## src/rtl/fifo_pkg.sv

```systemverilog
// rtl/fifo_pkg.sv - shared async-FIFO widths and pointer helpers
package fifo_pkg;

  localparam int FIFO_ADDR_W = 5;
  localparam int FIFO_DATA_W = 8;
  localparam int FIFO_PTR_W  = FIFO_ADDR_W + 1;

  // Binary to reflected Gray code; callers truncate to their pointer width.
  function automatic logic [31:0] bin2gray(input logic [31:0] bin);
    return bin ^ (bin >> 1);
  endfunction

endpackage

```

## src/rtl/fifo_gray2bin.sv

```systemverilog
// rtl/fifo_gray2bin.sv - combinational Gray to binary converter shared by both FIFO sides
module fifo_gray2bin
  import fifo_pkg::*;
#(
  parameter int W = FIFO_PTR_W
) (
  input  logic [W-1:0] gray_i,
  output logic [W-1:0] bin_o
);

  // Each binary bit is the XOR of every Gray bit at or above its position.
  always_comb begin
    bin_o = '0;
    for (int i = 0; i < W; i++) begin
      bin_o[i] = ^(gray_i >> i);
    end
  end

endmodule

```

## src/rtl/fifo_wr_arbiter.sv

```systemverilog
// rtl/fifo_wr_arbiter.sv - round-robin write arbiter, write pointer, full/level; WRARB_ALMOST_FULL_EN adds almost-full
module fifo_wr_arbiter
  import fifo_pkg::*;
#(
  parameter int N_REQ  = 4,
  parameter int ADDR_W = FIFO_ADDR_W,
  parameter int DATA_W = FIFO_DATA_W,
  parameter int AF_THR = 28
) (
  input  logic                    wr_clk,
  input  logic                    wr_rst_n,
  input  logic [N_REQ-1:0]        req,
  input  logic [N_REQ*DATA_W-1:0] req_data,
  output logic [N_REQ-1:0]        ack,
  input  logic [ADDR_W:0]         wq2_rd_ptr,
  output logic                    mem_wr_en,
  output logic [ADDR_W-1:0]       mem_wr_addr,
  output logic [DATA_W-1:0]       mem_wr_data,
  output logic [ADDR_W:0]         wr_ptr,
  output logic                    wr_full,
  output logic [ADDR_W:0]         wr_level,
  output logic                    wr_almost_full
);

  localparam int PTR_W = ADDR_W + 1;
  localparam int RR_W  = (N_REQ > 1) ? $clog2(N_REQ) : 1;
  // Starting from the last index makes requester 0 the first candidate.
  localparam logic [RR_W-1:0] RR_RESET = RR_W'(N_REQ - 1);

  logic [PTR_W-1:0]  bin_q, bin_d;
  logic [PTR_W-1:0]  gray_q, gray_d;
  logic [PTR_W-1:0]  level_q, level_d;
  logic [PTR_W-1:0]  rd_bin;
  logic [PTR_W-1:0]  full_cmp;
  logic              full_q, full_d;
  logic [RR_W-1:0]   rr_last_q, rr_last_d;
  logic [RR_W-1:0]   grant_idx;
  logic              grant_vld;
  logic [DATA_W-1:0] data_arr [N_REQ];

  fifo_gray2bin #(.W(PTR_W)) u_rd_g2b (
    .gray_i (wq2_rd_ptr),
    .bin_o  (rd_bin)
  );

  for (genvar i = 0; i < N_REQ; i++) begin : g_data_unpack
    assign data_arr[i] = req_data[i*DATA_W +: DATA_W];
  end

  // Round-robin search: first asserted request after the last granted index, wrapping.
  always_comb begin
    int cand;
    logic [RR_W-1:0] cand_idx;
    grant_vld = 1'b0;
    grant_idx = '0;
    cand      = 0;
    cand_idx  = '0;
    for (int k = 1; k <= N_REQ; k++) begin
      cand     = (int'(rr_last_q) + k) % N_REQ;
      cand_idx = RR_W'(cand);
      if (!grant_vld && req[cand_idx]) begin
        grant_vld = 1'b1;
        grant_idx = cand_idx;
      end
    end
  end

  // Accept the winner only when not full; reset forces the write port idle.
  always_comb begin
    ack       = '0;
    mem_wr_en = 1'b0;
    if (wr_rst_n && grant_vld && !full_q) begin
      ack[grant_idx] = 1'b1;
      mem_wr_en      = 1'b1;
    end
  end

  assign mem_wr_data = data_arr[grant_idx];
  assign mem_wr_addr = bin_q[ADDR_W-1:0];

  // Next pointer, full and level all use the post-write pointer and the current synced read pointer.
  always_comb begin
    bin_d     = bin_q + PTR_W'(mem_wr_en);
    gray_d    = PTR_W'(bin2gray(32'(bin_d)));
    full_cmp  = {~wq2_rd_ptr[ADDR_W:ADDR_W-1], wq2_rd_ptr[ADDR_W-2:0]};
    full_d    = (gray_d == full_cmp);
    level_d   = bin_d - rd_bin;
    rr_last_d = mem_wr_en ? grant_idx : rr_last_q;
  end

  // Pointer, status and arbitration state registers.
  always_ff @(posedge wr_clk or negedge wr_rst_n) begin
    if (!wr_rst_n) begin
      bin_q     <= '0;
      gray_q    <= '0;
      full_q    <= 1'b0;
      level_q   <= '0;
      rr_last_q <= RR_RESET;
    end else begin
      bin_q     <= bin_d;
      gray_q    <= gray_d;
      full_q    <= full_d;
      level_q   <= level_d;
      rr_last_q <= rr_last_d;
    end
  end

  assign wr_ptr   = gray_q;
  assign wr_full  = full_q;
  assign wr_level = level_q;

`ifdef WRARB_ALMOST_FULL_EN
  logic af_q;

  // Almost-full is registered alongside full from the same next-level value.
  always_ff @(posedge wr_clk or negedge wr_rst_n) begin
    if (!wr_rst_n) begin
      af_q <= 1'b0;
    end else begin
      af_q <= (int'(level_d) >= AF_THR);
    end
  end

  assign wr_almost_full = af_q;
`else
  // Threshold has no effect without the comparator; this folds to constant 0.
  assign wr_almost_full = 1'b0 && (AF_THR >= 0);
`endif

endmodule

```

## config.mk

```make
export PLATFORM = sky130hd
export DESIGN_NAME = fifo_wr_arbiter
export DESIGN_NICKNAME = d
export VERILOG_FILES = /design/src/rtl/fifo_pkg.sv /design/src/rtl/fifo_gray2bin.sv /design/src/rtl/fifo_wr_arbiter.sv
export SDC_FILE = /design/constraint.sdc
export NUM_CORES = 1
export LEC_CHECK = 0
export ABC_AREA = 0
export CORE_MARGIN = 1.5
export CORE_UTILIZATION = 35
export DETAILED_ROUTE_END_ITERATION = 10
export GPL_TIMING_DRIVEN = 0
export PLACE_DENSITY = 0.71
export SLEW_MARGIN = 5
export SYNTH_ARGS = -nofsm -noshare
export SYNTH_HDL_FRONTEND = slang
export SYNTH_SLANG_ARGS = --single-unit
```

## constraint.sdc

```tcl
create_clock -name wr_clk -period 3.4 [get_ports wr_clk]
set_input_delay 0.85 -clock wr_clk [delete_from_list [all_inputs] [get_ports wr_clk]]
set_output_delay 0.85 -clock wr_clk [all_outputs]
set_load 0.02 [all_outputs]
```

=== Word-level counts from Yosys, hierarchy flattened ===
Index checks and enable logic that the tools add are counted.

* Latch bits: 0
* Input port bits: 44
* Memory bits (read-only): 0
* Memories: 0
* Word-level logic and storage cells: 61
* Bits in writable memories: 0
* Register bits after elaboration: 21

* Shift operators: 0
* Multiplexer cells: 23
* Magnitude comparators: 7
* Equal/unequal tests: 1
* $mul: 0
* Reduce and logical (&&, ||, !) cells: 16
* $add $sub $neg: 6
* Bitwise gates (word level): 3
* Div/mod/pow operators: 0

{| class="wikitable"
|+ Operator list
! operator !! number
|-
| parity 6 bit || 6
|-
| binary-select mux 8 bit (select 2 bit) || 1
|-
| 2-to-1 mux 8 bit || 2
|-
| less-than comparator 2 x 3 -> 1 bit (second input constant) || 5
|-
| 2-to-1 mux 1 bit || 10
|-
| binary-select mux 1 bit (select 2 bit) || 4
|-
| 2-to-1 mux 2 bit || 4
|-
| adder 6 x 1 -> 6 bit || 1
|-
| == test 6 bit || 1
|-
| logical AND 1 bit || 6
|-
| subtractor 6 bit || 1
|-
| XOR 6 x 5 -> 6 bit || 1
|-
| adder 2 x 1 -> 2 bit (second input constant) || 2
|-
| adder 2 bit (second input constant) || 2
|-
| zero test 1 bit || 4
|-
| 2-to-1 mux 4 bit || 1
|-
| greater-or-equal comparator 3 bit (second input constant) || 1
|-
| NOT 2 -> 3 bit || 1
|-
| demux 1 bit (select 2 bit) || 1
|-
| greater-or-equal comparator 2 x 1 -> 1 bit (second input constant) || 1
|-
| NOT 2 bit || 1
|}

=== Depth between registers and ports, before layout ===
* Word-level depth: 19
* Gate-level depth with buffers: 12
* Depth with buffers taken out: 11

=== Cells and area by module ===
Synthesis repeated with hierarchy kept, for this count alone.

* Cell total of the unflattened synthesis: 153
* Area total of the unflattened synthesis: 1584.0 um2

{| class="wikitable"
|+ Modules (own cells, without submodules)
! module !! instances !! sequential area each (um2) !! cells each !! area each (um2)
|-
| fifo_wr_arbiter || 1 || 503.0 || 146 || 1475.2
|-
| fifo_gray2bin || 1 || 0.0 || 7 || 108.9
|}

=== Least setup slack after synthesis ===
No wires, ideal clock.

* Kind: input -> register
* Start: input port req[1]
* End: register level_q[5] (netlist: wr_level[5])
* Library setup time: 80 ps
* Stages: 11
* Buffers on the path: 0
* Slack: -197 ps
* Required time: 3320 ps
* Arrival time: 3517 ps
* Path through: inv_1 -> a31oi_1 -> ha_1 -> ha_1 -> ha_1 -> nor2b_1 -> o21a_1 -> maj3_1 -> o21a_1 -> nor2_2 -> xnor2_1

* Longest elaborated chain between the ends: 17
* Elaborated cells between the ends (all ways): 23
* Classes of those cells: add/sub (2); mux (13); reduce/logical (8)

{| class="wikitable"
|+ RTL lines
! element !! line !! source
|-
| start, declared || fifo_wr_arbiter.sv:12 || <nowiki>input logic [N_REQ-1:0] req,</nowiki>
|-
| binary-select mux 1 bit (select 2 bit) || fifo_wr_arbiter.sv:61 || <nowiki>if (!grant_vld && req[cand_idx]) begin</nowiki>
|-
| 2-to-1 mux 1 bit (not written as such) || fifo_wr_arbiter.sv:61 ||
|-
| 2-to-1 mux 1 bit || fifo_wr_arbiter.sv:61 ||
|-
| zero test 1 bit || fifo_wr_arbiter.sv:61 ||
|-
| logical AND 1 bit || fifo_wr_arbiter.sv:61 ||
|-
| 2-to-1 mux 1 bit || fifo_wr_arbiter.sv:61 ||
|-
| zero test 1 bit || fifo_wr_arbiter.sv:61 ||
|-
| logical AND 1 bit || fifo_wr_arbiter.sv:61 ||
|-
| [... 3 more ...] || -- ||
|-
| 2-to-1 mux 1 bit (*) || fifo_wr_arbiter.sv:61 ||
|-
| logical AND 1 bit (*) (2 in series) || fifo_wr_arbiter.sv:72 || <nowiki>if (wr_rst_n && grant_vld && !full_q) begin</nowiki>
|-
| 2-to-1 mux 1 bit (*) || fifo_wr_arbiter.sv:72 ||
|-
| named net mem_wr_en || fifo_wr_arbiter.sv:16 || <nowiki>output logic mem_wr_en,</nowiki>
|-
| adder 6 x 1 -> 6 bit (*) || fifo_wr_arbiter.sv:83 || <nowiki>bin_d = bin_q + PTR_W'(mem_wr_en);</nowiki>
|-
| named net bin_d[1] || fifo_wr_arbiter.sv:30 || <nowiki>logic [PTR_W-1:0] bin_q, bin_d;</nowiki>
|-
| subtractor 6 bit (*) || fifo_wr_arbiter.sv:87 || <nowiki>level_d = bin_d - rd_bin;</nowiki>
|-
| named net level_d[5] || fifo_wr_arbiter.sv:32 || <nowiki>logic [PTR_W-1:0] level_q, level_d;</nowiki>
|-
| end signal, assigned || fifo_wr_arbiter.sv:103 || <nowiki>level_q <= level_d;</nowiki>
|-
| end, declared || fifo_wr_arbiter.sv:32 ||
|}

Mark *: on every way through the listed nets, which the timed path passes. The rest lies on a longest branch. The select of a mux whose other input is x is not followed.
A chain may end at the register's enable or synchronous reset.

=== Worst setup path after layout ===
* Start: input port wq2_rd_ptr[3]
* End: register level_q[5] (netlist: wr_level[5])

* Longest elaborated chain between the ends: 2
* Elaborated cells between the ends (all ways): 5
* Classes of those cells: add/sub (1); reduce/logical (4)

{| class="wikitable"
|+ RTL lines
! element !! line !! source
|-
| start, declared || fifo_wr_arbiter.sv:15 || <nowiki>input logic [ADDR_W:0] wq2_rd_ptr,</nowiki>
|-
| parity 6 bit || fifo_gray2bin.sv:15 || <nowiki>bin_o[i] = ^(gray_i >> i);</nowiki>
|-
| subtractor 6 bit (*) || fifo_wr_arbiter.sv:87 ||
|-
| named net level_d[5] || fifo_wr_arbiter.sv:32 ||
|}

Mark *: on every way through the listed nets, which the timed path passes. The rest lies on a longest branch.

==> results.md <==
* Outcome: complete, no violations
* R2R Setup Slk at 0.61 ns
* Crit end category: flip-flop
* Setup violations, final at 0
* Critical-path top delay cell: clkdlybuf4s50_1
* Cells after synthesis at roughly 150
* Comb power frac at 0.721
* NetSw at between 0.0009 and 0.001 W
* Fin. Hold Viols at 0
* Nets at 289
* Ys flop type: dfrtp_1
* CP cell instances: clkdlybuf4s50_1 > xnor3_2 > xor2_4 > xor2_2 > ha_1 > nor2b_1 > o21a_1 > maj3_1 > o21a_1 > nor2_2 > xnor2_1
* Fill cells at 385
* WL/cell at around 13 um
* Int Power at about 0.0013 W
* Post-Route WL at approximately 3900 um
* Fmax at about 300 MHz
* IO Count at 76
* Slew @ Worst Pin at 0.520 ns
* Fin crit period at 3.33 ns
* Initial antenna violation count at 0
* Die H at roughly 70 um
* Largest net degree at the start of global routing at 22
* R2R depth at 10
* Cell row count at 24
* First-pass GRT wire length at 6330 um
* Part of the power in registers at 0.209
* Min Hold Slack at approximately 0.42 ns
* Max Transition Viols Final at 0
* Layout Skew at around 0.0031 ns
* Sw frac at 0.438
* Yosys warning count at 0
* Ant diodes at 0
* Synth area leaders: dfrtp_1, mux2i_1, xnor2_1
* Placed inst area at approximately 0.0024 sq mm
* VDD IR max at roughly 0.00047 V
* CTS max path bufs at 2
* # H-tree levels at 1
* Most frequent cells in the layout: clkdlybuf4s50_1, mux2i_1, dfrtp_1
* Clk root buf: clkbuf_8
* P per Cell Area at 876 mW/mm^2
* Clock Sinks at 20
* CP max stage delay at approximately 0.5 ns
* Total power at 0.00223 W
* Cts hold-fix bufs at 0
* Arrival time at the worst endpoint at 3.51 ns
* Mapped cell area at 0.00158 sq mm
* Post-synth top area share at 0.286
* Nature of the critical path startpoint: input pin
* Required time of the critical path at roughly 3.6 ns
* Via Count at between 1000 and 1500
* Cell variety after synth at between 40 and 50
* Seq/Total Area, Yosys at 0.319
* Syn_area_per_cell at 10.2 sq um
* Final GP Congestion at 0.717
* Most common cell after layout, fill and taps aside: clkdlybuf4s50_1
* Core area at between 0.004 and 0.005 sq mm
* Reg-to-reg endpoint: wr_full
* Dpl hpwl at ~2800 um
* Skew-Pair Late Insertion Delay at around 0.26 ns
* Critical Path Most Common Cell: o21a_1
* CTS Buf Count at 3
* P_leak at 1.12 nW
* Kind of critical path: in2reg
* DRT Pass-1 Iters at 3
* Vias per cell at 4.83
* Starting Density at 0.362
* Worst rel slew slack at 0.653
* Seq cells post-synth at 20
* Max FO, Critical Path at 3
* Post-route ant nets at 0
* HP Class: in2async
* Die ar. at 0.00492 sq mm
* Max cap viols at 0
* DRC at 0
* Post-synth EDFFs at 0
* Layout cells sized above 1 at 0.203
* Ys async rst share at 1.00
* Layout area overhead at 61.6%
* Starting DRT DRC Count at 33
* IO buf count at around 70
* GRT overflow at 0
* Leading area contributor after synthesis: dfrtp_1
* Period utilization at 0.979
* Vias in the first global route at about 1300
* DIE WIDTH at 70.1 um
* RSZ-0062 raised after global routing: true
* Clock power share at 0.069
* CTS tree: yes
* R2r startpoint: wr_full
* Final instance area at roughly 0.0025 sq mm
* Post-Syn Nets at roughly 200
* Clk pin slew, worst setup/hold paths at approximately 0.07 ns
* GRT Util Overall at 0.159
## cells by family (layout without fill, tap and decap cells)
group / after synthesis / after routing / synth area share
XOR/XNOR: 25 / 25 / 0.174
multiplexers: 24 / 24 / 0.152
adder cells (fa/ha/maj): 7 / 7 / 0.0587
flip-flops: 20 / 20 / 0.319
other: 1 / 1 / 0.00238
buffers and inverters: 17 / 100 / 0.0540
AND/OR/NAND/NOR: 32 / 32 / 0.110
AO/OA/AOI/OAI: 28 / 28 / 0.129
## power groups by stage
stage	Sequential (W)	Combinational, W	Clock (W)
finish	0.000467	0.00161	0.000154
global route	0.000485	0.00174	0.000172
CTS	0.000465	0.00162	0.000161
detailed placement	0.000467	0.00153	0
global placement	0.000467	0.00152	0
floorplan	0.000593	0.000889	0
## critical path, delay by kind of cell
kind	cells	cell delay, ns
AO/OA/AOI/OAI	2	0.40
XOR/XNOR	4	0.89
adder cells (fa/ha/maj)	2	0.61
buffers and inverters	1	0.51
AND/OR/NAND/NOR	2	0.23
## cells in the mapped netlist, drive strengths merged, types with 4 or more instances
library cell,count
ha,5
mux2i,24
dfrtp,18
a21oi,7
nand2,6
inv,9
o21a,5
xor2,11
nor2,8
nand3,5
buf,5
xnor2,13
nor2b,4
## state kept, by name, indices dropped and copies added, names as in the netlist
register / flops
rr_last_q: 2
bin_q: 6
wr_ptr: 5
wr_full: 1
wr_level: 6
## through the flow
| step | setup WS, ns | TNS (ns) | utilization | instances |
|---|---|---|---|---|
| after floorplan | 0.0211 | 0 | - | 154 |
| after global placement | -1.34 | -20.06 | 0.546 | 278 |
| after detailed placement | -1.35 | -20.35 | 0.546 | 278 |
| after CTS | 0.00598 | 0 | 0.585 | 286 |
| after global routing | -0.0849 | -0.0930 | 0.585 | 289 |
| final | 0.0725 | 0 | 0.585 | 289 |
## area by class of cell
type / instances / area [sq um] / share of cell area
inverter: 9 / 33.8 / 0.0133
tap: 52 / 65.1 / 0.0255
clock buffer: 3 / 41.3 / 0.0162
timing repair buffer: 80 / 768 / 0.302
sequential: 20 / 503 / 0.197
multi-input combinational: 117 / 1070 / 0.419
buffer: 8 / 68.8 / 0.0270
## how the worst max path moves through the flow
stage | startpoint | end | depth (start not counted)
after floorplan | req[2] | wr_level[5] | 11
after global placement | wr_rst_n | wr_level[5] | 12
after CTS | req[2] | wr_level[5] | 12
after detailed placement | wr_rst_n | wr_level[5] | 12
final | wq2_rd_ptr[3] | wr_level[5] | 11
after global routing | wq2_rd_ptr[3] | wr_level[5] | 12
## metal layers
layer,global-route usage,up-vias,share of wire
li1,-,706,-
met1,0.209,632,0.45
met2,0.261,54,0.47
met3,0.0289,5,0.071
met4,0.0598,0,0.012
met5,0,-,0
## repair_timing
action,in CTS,in global routing
resized for setup,53,12
endpoints found under the setup margin,26,12
setup buffers,4,3
cloned,1,0
pin swaps,2,1
Power figures use the tool's default switching activity.
